===== src/rtl/acl2_spi_arbiter.sv =====
`default_nettype none
// ---------------------------------------------------------------------------
// acl2_spi_arbiter : round-robin ownership of the shared ACL2 SPI engine
// Revision : 1.0
// ---------------------------------------------------------------------------
module acl2_spi_arbiter #(
  parameter int         NUM_REQ   = 3,
  parameter int         TIMEOUT   = 48,
  parameter logic [7:0] IDLE_ADDR = 8'h00
) (
  input  logic                   sclk,
  input  logic                   rst,
  input  logic [NUM_REQ-1:0]     req,
  input  logic [NUM_REQ-1:0]     req_read,
  input  logic [8*NUM_REQ-1:0]   req_addr,
  input  logic [8*NUM_REQ-1:0]   req_wdata,
  output logic [NUM_REQ-1:0]     gnt,
  output logic [NUM_REQ-1:0]     done,
  output logic [11:0]            rdata,
  output logic                   timeout_err,
  output logic                   eng_action_read,
  output logic [7:0]             eng_addr,
  output logic [7:0]             eng_din,
  input  logic                   eng_finished,
  input  logic [11:0]            eng_dout
);

  localparam int IW = $clog2(NUM_REQ);
  localparam int WW = $clog2(TIMEOUT + 1);
  localparam logic [WW-1:0] WD_LAST = WW'(TIMEOUT - 1);

  typedef enum logic [0:0] {
    S_IDLE = 1'b0,
    S_BUSY = 1'b1
  } state_t;

  // (base + off) mod NUM_REQ, with off < NUM_REQ
  function automatic logic [IW-1:0] wrap_add(input logic [IW-1:0] base, input int off);
    int s;
    s = int'(base) + off;
    if (s >= NUM_REQ) s = s - NUM_REQ;
    return IW'(s);
  endfunction

  state_t               state_q, state_d;
  logic [IW-1:0]        owner_q, owner_d;
  logic [IW-1:0]        rr_q, rr_d;
  logic [WW-1:0]        wd_q, wd_d;
  logic [NUM_REQ-1:0]   gnt_q, gnt_d;
  logic [NUM_REQ-1:0]   done_q, done_d;
  logic [11:0]          rdata_q, rdata_d;
  logic                 terr_q, terr_d;
  logic                 op_read_q, op_read_d;
  logic [7:0]           op_addr_q, op_addr_d;
  logic [7:0]           op_din_q, op_din_d;

  logic [IW-1:0]        base;
  logic [IW-1:0]        cand;
  logic [IW-1:0]        win;
  logic                 found;
  logic                 excl;

  always_comb begin
    state_d   = state_q;
    owner_d   = owner_q;
    rr_d      = rr_q;
    wd_d      = wd_q;
    gnt_d     = gnt_q;
    done_d    = '0;
    rdata_d   = rdata_q;
    terr_d    = terr_q;
    op_read_d = op_read_q;
    op_addr_d = op_addr_q;
    op_din_d  = op_din_q;
    base      = rr_q;
    cand      = '0;
    win       = '0;
    found     = 1'b0;
    excl      = 1'b0;

    if (wd_q != WD_LAST) wd_d = wd_q + 1'b1;

    if (eng_finished) begin
      wd_d = '0;
      if (state_q == S_BUSY) begin
        done_d[owner_q] = 1'b1;
        gnt_d           = '0;
        if (op_read_q) rdata_d = eng_dout;
        base = wrap_add(owner_q, 1);
        rr_d = base;
        excl = 1'b1;
      end
      // The just-finished owner is last in scan order, and skipped outright.
      for (int i = 0; i < NUM_REQ; i++) begin
        cand = wrap_add(base, i);
        if (!found && req[cand] && !(excl && (cand == owner_q))) begin
          found = 1'b1;
          win   = cand;
        end
      end
      if (found) begin
        gnt_d[win] = 1'b1;
        owner_d    = win;
        op_read_d  = req_read[win];
        op_addr_d  = req_addr[8*win +: 8];
        op_din_d   = req_wdata[8*win +: 8];
        state_d    = S_BUSY;
      end else begin
        op_read_d = 1'b1;
        op_addr_d = IDLE_ADDR;
        op_din_d  = 8'h00;
        state_d   = S_IDLE;
      end
    end else if (wd_q == WD_LAST) begin
      terr_d = 1'b1;
      wd_d   = '0;
      if (state_q == S_BUSY) begin
        done_d[owner_q] = 1'b1;
        rdata_d         = '0;
        gnt_d           = '0;
        rr_d            = wrap_add(owner_q, 1);
      end
      op_read_d = 1'b1;
      op_addr_d = IDLE_ADDR;
      op_din_d  = 8'h00;
      state_d   = S_IDLE;
    end
  end

  always_ff @(posedge sclk or posedge rst) begin
    if (rst) begin
      state_q   <= S_IDLE;
      owner_q   <= '0;
      rr_q      <= '0;
      wd_q      <= '0;
      gnt_q     <= '0;
      done_q    <= '0;
      rdata_q   <= '0;
      terr_q    <= 1'b0;
      op_read_q <= 1'b1;
      op_addr_q <= IDLE_ADDR;
      op_din_q  <= 8'h00;
    end else begin
      state_q   <= state_d;
      owner_q   <= owner_d;
      rr_q      <= rr_d;
      wd_q      <= wd_d;
      gnt_q     <= gnt_d;
      done_q    <= done_d;
      rdata_q   <= rdata_d;
      terr_q    <= terr_d;
      op_read_q <= op_read_d;
      op_addr_q <= op_addr_d;
      op_din_q  <= op_din_d;
    end
  end

  assign gnt             = gnt_q;
  assign done            = done_q;
  assign rdata           = rdata_q;
  assign timeout_err     = terr_q;
  assign eng_action_read = op_read_q;
  assign eng_addr        = op_addr_q;
  assign eng_din         = op_din_q;

endmodule
`default_nettype wire

===== config.mk =====
export PLATFORM = sky130hd
export DESIGN_NAME = acl2_spi_arbiter
export DESIGN_NICKNAME = d
export VERILOG_FILES = /design/src/rtl/acl2_spi_arbiter.sv
export SDC_FILE = /design/constraint.sdc
export NUM_CORES = 1
export LEC_CHECK = 0
export BUFFER_PORTS_ARGS = -buffer_cell sky130_fd_sc_hd__clkbuf_2
export CORE_MARGIN = 5
export CORE_UTILIZATION = 53
export DETAILED_ROUTE_END_ITERATION = 10
export GPL_TIMING_DRIVEN = 0
export PLACE_DENSITY = 0.86
export SETUP_SLACK_MARGIN = 0.2
export SLEW_MARGIN = 15
export SYNTH_ARGS = -nofsm -noshare
export SYNTH_HDL_FRONTEND = slang
export SYNTH_SLANG_ARGS = --single-unit

===== constraint.sdc =====
create_clock -name sclk -period 9 [get_ports sclk]
set_input_delay 2.7 -clock sclk [delete_from_list [all_inputs] [get_ports sclk]]
set_output_delay 2.7 -clock sclk [all_outputs]
set_load 0.02 [all_outputs]

==> flow_metrics.tcl, run 1 <==
set metrics [dict create \
    slew_viol_final 0 \
    die_area_um2 6650 \
    grt_setup_unrepaired "no" \
    drive_gt1_frac 0.352 \
    ys_seq_elements 47 \
    cts_hold_buf 0 \
    worst_setup_path_end_kind "flip-flop" \
    final_util 0.678 \
    worstHoldStart "wd_q[0]" \
    cellLeakagePower_nw 1.76 \
    start_util 0.538 \
    htreeDepth 2 \
    yosys_warnings 0 \
    drt_iter0_markers 138 \
    dpl_cell_area_um2 3330 \
    r2r_start "owner_q[1]" \
    cap_violations 0 \
    die_y_um 81.5 \
    layout_setup_ws_ns 4.32 \
    crit_slowest_cell "a211oi_4" \
    hpwl_um 5680 \
    setup_violations 0 \
    io_buffers 103 \
    clk_pin_slew_ns 0.08 \
    ioPinCount 105 \
    whs_endpoint "wd_q[0]" \
    postSynthCellCount 280 \
    hold_depth 1 \
    design_area_um2 3420 \
    cts-root-buf "clkbuf_8" \
    yosysTopAreaCell "dfrtp_1" \
    crit_path_max_fanout 10 \
    worstSkewPairLatency_ns 0.30 \
    grt_max_degree 26 \
    cts_tree "done" \
    antenna_found_initial 0 \
    final_common_cell "clkbuf_2" \
    ys.flop_type "dfrtp_1" \
    cts_made_buffers 5 \
    start_kind "input pin" \
    synth.top_cell.area_share 0.425 \
    fill_cells 415 \
    crit_type "input pin to flip-flop" \
    route.detailed.drc 0 \
    critPathRequiredTime_ns 9.24 \
    reg2reg_depth 10 \
    status "completed" \
    cts.path.max_buffers 2 \
    post-route-period-util 0.520 \
    diodes 0 \
    vias_per_cell 5.59 \
    ant_nets 0 \
    fin_nets 465 \
    hold_path_class "flip-flop to flip-flop" \
    path_delay_family "compound AO/OA/AOI/OAI gates" \
    die_w_um 81.5 \
    pre_cts_ws_ns 4.05 \
    post_cts_resized 0 \
    cts_setup_buffers 0 \
    path_depth 9 \
    critPathArrivalTime_ns 4.92 \
    seq_area_frac_synth 0.434 \
    grt_overflow 0 \
    clock_sinks 47 \
    synth_nets 354 \
    grtUsageTotal 0.226 \
    critPathBufInv 2 \
    syn_avg_cell_area_um2 9.68 \
    ys_async_sr_fraction 1.00 \
    timing.fmax_ghz 0.214 \
    routed_wirelength_um 7270 \
    yosys-top-cells-area "dfrtp_1 (42%), nand2_1 (5.7%), a221o_1 (4.8%)" \
    vias 2583 \
    grt_pass1_vias 2491 \
    grt_first_pass_wirelength_um 11600 \
    fin_setup_tns_ns 0 \
    synth_edf_count 0 \
    synthDistinctLibCells 56 \
    wire_per_inst_um 15.7 \
    ir_worst_vdd_v 0.000182 \
    dp_cells 454 \
    crit_chain "clkbuf_2 -> mux2i_1 -> o32ai_1 -> a211oi_1 -> a311oi_2 -> a211oi_4 -> nor4b_4 -> buf_6 -> a221o_1" \
    finalNonFillerCells 462 \
    syn_to_final_growth_pct 26.1 \
    r2r_slack_ns 5.41 \
    gp_congestion 0.877 \
    firstDrtPassIters 4 \
    slew_headroom 0.575 \
    placementRows 26 \
    netlist_area_um2 2710 \
    slowest_delay_ns 0.52 \
    clock_skew_ns 0.00459 \
    p_per_area_nw_per_um2 384 \
    final.min_clock_period_ns 4.68 \
    finalHoldViolations 0 \
    r2r-end "eng_din[6]" \
    layout_common_cells "clkbuf_2 (103), dfrtp_1 (46), nand2_1 (41), inv_1 (20), nand3_1 (15)" \
    worstMarginPinSlew_ns 0.635 \
    core_area_um2 5040 \
]
metal layers:
layer | GRT usage | vias up | wire length, µm
met2 | 0.362 | 90 | 3740
met3 | 0.0493 | 10 | 438
met1 | 0.298 | 1255 | 2960
met5 | 0 | - | 0
met4 | 0.0895 | 0 | 126
li1 | - | 1228 | -
state kept, by name, indices dropped and copies added (netlist names):
signal	flops
rdata	12
eng_action_read	1
wd_q	6
state_q	1
owner_q	2
eng_addr	8
timeout_err	1
done	3
rr_q	2
eng_din	8
gnt	3
layout make-up:
class,instances,area (µm²),share of cell area
inverter,21,78.8,0.0231
multi-input combinational,194,1350,0.396
timing repair buffer,104,536,0.157
clock buffer,6,72.6,0.0212
sequential,47,1180,0.344
tap,70,87.6,0.0256
buffer,18,101,0.0296
clock inverter,2,12.5,0.00366
power by group:
group	leakage (nW)	internal, mW	switching [mW]
combinational	1.12	0.342	0.494
sequential	0.604	0.298	0.0538
clock	0.0412	0.0543	0.0708
total	1.76	0.694	0.618
Yosys cell counts, types with 5 or more instances:
| cell | count |
|---|---|
| o21ai_0 | 14 |
| a221o_1 | 13 |
| and3_1 | 5 |
| dfrtp_1 | 46 |
| nand3_1 | 15 |
| clkbuf_1 | 8 |
| buf_2 | 6 |
| o31ai_1 | 13 |
| ha_1 | 5 |
| a21o_1 | 6 |
| inv_1 | 21 |
| xnor2_1 | 5 |
| mux2i_1 | 7 |
| nor2_1 | 9 |
| nand2_1 | 41 |
how the worst max path moves through the flow:
stage | start | to | slack [ns]
after floorplan | req[1] | eng_din[0] | 4.57
after global placement | req[2] | eng_din[2] | 4.09
after detailed placement | req[2] | eng_din[6] | 4.05
after CTS | req[2] | eng_din[6] | 4.37
after global routing | req[2] | eng_din[6] | 4.11
final | req[2] | eng_din[6] | 4.32
cell families (layout without fill, tap and decap cells):
kind of cell	after synthesis	in the layout	share of synthesized area
AOI/OAI and AO/OA	72	72	0.210
xor gates and xnor gates	9	9	0.0291
adders and majority gates	5	5	0.0231
buffers and inverters	39	151	0.0665
DFF	47	47	0.434
muxes	8	8	0.0300
and+or+nand+nor	100	100	0.208
metrics by stage:
| stage | total power, mW | hold slack (ns) |
|---|---|---|
| 5_1_grt | 1.41 | 0.482 |
| 6_report | 1.31 | 0.460 |
| 4_1_cts | 1.31 | 0.470 |
| 3_5_place_dp | 1.18 | 0.457 |
| 3_3_place_gp | 1.16 | 0.439 |
| 2_1_floorplan | 0.966 | 0.417 |
(Power assumes the default switching activity.)
==> run 2: changes to the inputs <==
--- a/config.mk
+++ b/config.mk
@@ -5,12 +5,13 @@
 export SDC_FILE = /design/constraint.sdc
 export NUM_CORES = 1
 export LEC_CHECK = 0
+export ABC_AREA = 1
 export BUFFER_PORTS_ARGS = -buffer_cell sky130_fd_sc_hd__clkbuf_2
 export CORE_MARGIN = 5
-export CORE_UTILIZATION = 53
+export CORE_UTILIZATION = 44
 export DETAILED_ROUTE_END_ITERATION = 10
 export GPL_TIMING_DRIVEN = 0
-export PLACE_DENSITY = 0.86
+export PLACE_DENSITY = 0.76
 export SETUP_SLACK_MARGIN = 0.2
 export SLEW_MARGIN = 15
 export SYNTH_ARGS = -nofsm -noshare
==> constraint.sdc (replaced) <==
create_clock -name sclk -period 3.9 [get_ports sclk]
set_input_delay 1.17 -clock sclk [delete_from_list [all_inputs] [get_ports sclk]]
set_output_delay 1.17 -clock sclk [all_outputs]
set_load 0.02 [all_outputs]
==> run 2 against run 1 <==
Compared with the run above: first-iteration DRC count shrank 17%; synthesized cell count rose by 28%; sequential cell count did not move; clock power grew 130%; final area fell by 0.48%; die area up 17%; sequential power rose by 130%; via count rose by 4.8%; power increased to 2.8 times the previous value; routed wire length down 2.6%; global-route usage fell by 3.9 points; register-to-register slack worse by 4.3 ns; critical endpoint is now eng_din[4].
==> flow_metrics.tcl, run 2 <==
set metrics [dict create \
    status "completed" \
    synth_mux_area_frac 0 \
    slew_headroom 0.656 \
    start_util 0.454 \
    ioPinCount 105 \
    finalHoldViolations 0 \
    p_per_area_nw_per_um2 1090 \
    routed_wirelength_um 7090 \
    fin_setup_tns_ns 0 \
    critPathArrivalTime_ns 3.00 \
    start_kind "flip-flop" \
    core_area_um2 5920 \
    yosys.area_share.simple 0.386 \
    hpwl_um 5670 \
    crit_slowest_cell "nor3_4" \
    placementRows 28 \
    crit_chain "inv_1 -> ha_1 -> inv_1 -> nand2_1 -> nand2_1 -> nand2_2 -> nand2_4 -> nand2_1 -> nand2_1 -> nor2_1 -> nor2_1 -> nand3b_1 -> nand2_2 -> nor3_4 -> nand2_1 -> nand3_1" \
    dr_wl_met3_um 665 \
    synth_compound_area_frac 0.0680 \
    antenna_found_initial 0 \
    gp_congestion 0.872 \
    post-route-period-util 0.709 \
    grt_max_degree 34 \
    worst_setup_path_end_kind "flip-flop" \
    synth.most_common_cell "nand2_1" \
    yosys_warnings 0 \
    cp_common_cell "nand2_1" \
    final.min_clock_period_ns 2.76 \
    synth_nets 433 \
    drt_iter0_markers 115 \
    hold_path_class "flip-flop to flip-flop" \
    die_y_um 88.2 \
    synth.top_cell.area_share 0.428 \
    syn_to_final_growth_pct 26.6 \
    firstDrtPassIters 4 \
    yosysTopAreaCell "dfrtp_1" \
    slowest_delay_ns 0.52 \
    netlist_area_um2 2690 \
    synth_xor_area_frac 0.00652 \
    cellLeakagePower_nw 1.95 \
    layout_common_cells "nand2_1 (131), clkbuf_2 (103), nand3_1 (50), dfrtp_1 (46), inv_1 (27)" \
    diodes 0 \
    totalPowerFinal_mw 3.70 \
    vias_per_cell 4.96 \
    cap_violations 0 \
    synth_fa_ha_area_frac 0.0233 \
    synth_commonest_cells "nand2_1 (131), nand3_1 (50), dfrtp_1 (46)" \
    vias 2707 \
    syn_avg_cell_area_um2 7.49 \
    timing.fmax_ghz 0.362 \
    grt_overflow 0 \
    synthDistinctLibCells 33 \
    synth_edf_count 0 \
    dr_wl_met2_um 3200 \
    grtUsageTotal 0.187 \
    largest_register_ffs 12 \
    worstSkewPairLatency_ns 0.31 \
    cts-root-buf "clkbuf_8" \
    cts_hold_buf 0 \
    routed.top_layer "met4" \
    ys_async_sr_fraction 1.00 \
    synth_top_family_by_area "simple AND/OR/NAND/NOR gates" \
    dpl_cell_area_um2 3320 \
    ys_seq_elements 47 \
    grt_pass1_vias 2577 \
    layout_setup_ws_ns 1.14 \
    io_buffers 103 \
    crit_type "flip-flop to flip-flop" \
    htreeDepth 2 \
    cts.path.max_buffers 2 \
    clock_sinks 47 \
    design_area_um2 3400 \
    setup_violations 0 \
    cts_tree "done" \
    postSynthCellCount 359 \
    slew_viol_final 0 \
    cts_made_buffers 5 \
    ir_worst_vdd_v 0.000769 \
    final_common_cell "nand2_1" \
    cts_setup_buffers 0 \
    ant_nets 0 \
    seq_area_frac_synth 0.438 \
    crit_path_max_fanout 10 \
    ys.flop_type "dfrtp_1" \
    grt_setup_unrepaired "no" \
    fin_nets 544 \
    yosys-top-cells-area "dfrtp_1 (43%), nand2_1 (18%), nand3_1 (9.3%)" \
    critPathRequiredTime_ns 4.14 \
    wire_per_inst_um 13.0 \
    clk_pin_slew_ns 0.09 \
    worstMarginPinSlew_ns 0.514 \
    die_w_um 88.2 \
    met1_length_um 3100 \
    pre_cts_ws_ns 0.940 \
    clock_skew_ns 0.0106 \
    post_cts_resized 0 \
    drive_gt1_frac 0.308 \
    route.detailed.drc 0 \
    die_area_um2 7770 \
    grt_first_pass_wirelength_um 11500 \
]
## run 2: changes by cell type after synthesis, moves of 5 or more
cell / delta
a221o_1: -13
and3_1: -5
inv_1: +7
mux2i_1: -7
nand2_1: +90
nand2_2: +8
nand2_4: +5
nand3_1: +35
nor2_1: +11
o21ai_0: +7
o31ai_1: -13
## run 2: layer usage
metal	global-route usage	vias to the layer above
li1	-	1362
met1	0.243	1222
met2	0.301	111
met3	0.0508	12
met4	0.0659	0
met5	0	-
## run 2: final timing paths
kind                       startpoint              end  slack (ns)  cells past startpoint
max                        owner_q[1]       eng_din[4]        1.14                     16
min                           wd_q[0]          wd_q[0]        0.47                      1
max reg2reg                owner_q[1]       eng_din[4]        1.14                     16
min reg2reg                   wd_q[0]          wd_q[0]        0.47                      1
max in group asynchronous         rst  eng_action_read        2.54                      3
min in group asynchronous         rst       eng_din[6]        0.81                      2
## run 2: critical path, delay by kind of cell (launching register included)
family	cells	cell delay (ns)
DFF	1	0.44
and+or+nand+nor	13	1.67
buffers and inverters	2	0.29
adders and majority gates	1	0.30
## run 2: kinds of logic after synthesis
kind of cell,count (synthesis)
and+or+nand+nor,229
DFF,47
buffers and inverters,46
AOI/OAI and AO/OA,30
adders and majority gates,5
xor gates and xnor gates,2
## run 2: through the flow
step                hold slack [ns]  utilization  instances
detailed placement            0.455        0.560        538
global placement              0.445        0.557        537
floorplan                     0.425            -        359
global route                  0.492        0.575        546
CTS                           0.463        0.575        546
finish                        0.468        0.575        546
## run 2: layout make-up
cell class	count	area [µm²]
multi-input combinational	266	1300
sequential	47	1180
fill	565	2520
inverter	33	128
buffer	13	81.3
timing repair buffer	104	536
clock inverter	2	13.8
tap	75	93.8
clock buffer	6	72.6
## run 2: report_power, final
group	internal (mW)	switching [mW]	total, mW
logic	0.891	1.70	2.59
registers	0.703	0.120	0.823
clock network	0.127	0.163	0.290
total	1.72	1.98	3.70
==> run 3: changes to the inputs <==
--- a/config.mk
+++ b/config.mk
@@ -8,10 +8,10 @@
 export ABC_AREA = 1
 export BUFFER_PORTS_ARGS = -buffer_cell sky130_fd_sc_hd__clkbuf_2
 export CORE_MARGIN = 5
-export CORE_UTILIZATION = 44
+export CORE_UTILIZATION = 49
 export DETAILED_ROUTE_END_ITERATION = 10
 export GPL_TIMING_DRIVEN = 0
-export PLACE_DENSITY = 0.76
+export PLACE_DENSITY = 0.8
 export SETUP_SLACK_MARGIN = 0.2
 export SLEW_MARGIN = 15
 export SYNTH_ARGS = -nofsm -noshare
==> constraint.sdc (replaced) <==
create_clock -name sclk -period 2.8 [get_ports sclk]
set_input_delay 0.84 -clock sclk [delete_from_list [all_inputs] [get_ports sclk]]
set_output_delay 0.84 -clock sclk [all_outputs]
set_load 0.02 [all_outputs]
==> run 3 against run 2 <==
Compared with the run above: final cell count rose by 1.6%; core utilization increased by 8.5 points; via count shrank 0.22%; critical path depth did not move; critical endpoint is now owner_q[1].
==> flow_metrics.tcl, run 3 (synthesis gave the netlist of run 2 again) <==
set metrics [dict create \
    path_depth 16 \
    ant_nets 0 \
    hold_ws_ns 0.439 \
    final_common_cell "nand2_1" \
    diodes 0 \
    firstDrtPassIters 4 \
    io_buffers 103 \
    antenna_found_initial 0 \
    routed_wirelength_um 7350 \
    worstSkewPairLatency_ns 0.30 \
    slowest_delay_ns 0.42 \
    grt_overflow 0 \
    cts_hold_buf 0 \
    grt_pass1_vias 2684 \
    gp_congestion 0.915 \
    cap_violations 0 \
    design_area_um2 3570 \
    slew_viol_final 0 \
    start_kind "flip-flop" \
    grtUsageTotal 0.202 \
    dpl_cell_area_um2 3310 \
    dp_cells 535 \
    ir_worst_vdd_v 0.00148 \
    cts-root-buf "clkbuf_8" \
    totalPowerFinal_mw 5.74 \
    final.min_clock_period_ns 2.52 \
    htreeDepth 2 \
    crit_path_max_fanout 10 \
    fin_nets 556 \
    route.detailed.drc 0 \
    reg2reg_depth 16 \
    p_per_area_nw_per_um2 1610 \
    grt_max_degree 38 \
    die_area_um2 7070 \
    hpwl_um 5570 \
    finalHoldViolations 0 \
    slew_headroom 0.658 \
    pre_cts_ws_ns 0.0869 \
    syn_to_final_growth_pct 32.7 \
    post-route-period-util 0.902 \
    finalNonFillerCells 555 \
    crit_type "flip-flop to flip-flop" \
    clock_sinks 47 \
    ioPinCount 105 \
    die_w_um 84.1 \
    status "completed" \
    core_area_um2 5410 \
    worst_setup_path_end_kind "flip-flop" \
    vias_per_cell 4.87 \
    wire_per_inst_um 13.2 \
    setup_violations 0 \
    cts_tree "done" \
    worstMarginPinSlew_ns 0.512 \
    critPathBufInv 4 \
    fin_setup_tns_ns 0 \
    placementRows 27 \
    start_util 0.497 \
    cellLeakagePower_nw 2.03 \
    drt_iter0_markers 113 \
    drive_gt1_frac 0.346 \
    crit_slowest_cell "dfrtp_1" \
    largest_register_ffs 12 \
    path_delay_family "simple AND/OR/NAND/NOR gates" \
    hold_path_class "input pin to async pin" \
    critPathArrivalTime_ns 2.71 \
    final_util 0.660 \
    crit_chain "inv_2 -> ha_4 -> nand2_2 -> o21ai_4 -> nand2_4 -> buf_4 -> nand2_1 -> nand3_1 -> nor2_1 -> nor2_1 -> nand3b_1 -> nand2_4 -> inv_4 -> buf_4 -> nand2_1 -> o21ai_0" \
    timing.fmax_ghz 0.396 \
    layout_common_cells "nand2_1 (126), clkbuf_2 (104), nand3_1 (50), dfrtp_1 (45), inv_1 (25)" \
    grt_first_pass_wirelength_um 11800 \
    cts_made_buffers 5 \
    critPathRequiredTime_ns 2.99 \
    die_y_um 84.1 \
    clock_skew_ns 0.0124 \
    grt_setup_unrepaired "yes" \
    layout_setup_ws_ns 0.275 \
    vias 2701 \
    clk_pin_slew_ns 0.09 \
    cts.path.max_buffers 2 \
]
## run 3: changes by cell type in the layout (fill, tap and decap cells not counted), moves of 2 or more
cell	before	now
inv_1	27	25
buf_4	0	13
nor2_2	2	0
inv_4	1	4
nand2_1	131	126
nand2_4	5	8
buf_6	4	1
buf_8	0	3
nor2_4	2	4
nand2_2	8	10
## run 3: worst register-to-register path: cells and delay by family, from the launching register on
family | cells | cell delay, ns
AOI/OAI and AO/OA | 2 | 0.20
adders and majority gates | 1 | 0.29
buffers and inverters | 4 | 0.50
DFF | 1 | 0.42
and+or+nand+nor | 9 | 1.00
## run 3: area by class of cell
| class | instances | area, µm² |
|---|---|---|
| plain buffers | 13 | 96.3 |
| clock buffers | 7 | 86.3 |
| clock inverters | 1 | 5.00 |
| fillers | 468 | 1840 |
| inverters | 33 | 134 |
| multi-input cells | 266 | 1350 |
| flip-flops and latches | 47 | 1180 |
| well taps | 72 | 90.1 |
| repair buffers | 116 | 626 |
## run 3: path summary, 6_finish.rpt
| path | from | endpoint | slack (ns) |
|---|---|---|---|
| setup / recovery | owner_q[1] | owner_q[1] | 0.28 |
| hold / removal | rst | rr_q[0] | 0.44 |
| min in group sclk | wd_q[0] | wd_q[0] | 0.48 |
| hold reg to reg | wd_q[0] | wd_q[0] | 0.48 |
| setup reg to reg | owner_q[1] | owner_q[1] | 0.28 |
| max in group asynchronous | rst | eng_action_read | 1.82 |
## run 3: repair_timing
| item | 4_1_cts | 5_1_grt |
|---|---|---|
| resized for setup | 2 | 24 |
| endpoints found under the setup margin | 18 | 31 |
| pin swaps | 1 | 8 |
| buffers inserted | 2 | 10 |
## run 3: where the power goes
part	leakage, nW	internal (mW)	switching (mW)
Clock	0.0482	0.199	0.221
Sequential	0.601	0.980	0.163
Combinational	1.38	1.60	2.57
Total	2.03	2.78	2.96
## run 3: per-layer routing
| metal | track usage | wire length [µm] | vias to the layer above |
|---|---|---|---|
| li1 | - | - | 1379 |
| met5 | 0 | 0 | - |
| met1 | 0.241 | 3070 | 1210 |
| met3 | 0.0661 | 573 | 8 |
| met2 | 0.352 | 3630 | 104 |
| met4 | 0.0453 | 68 | 0 |
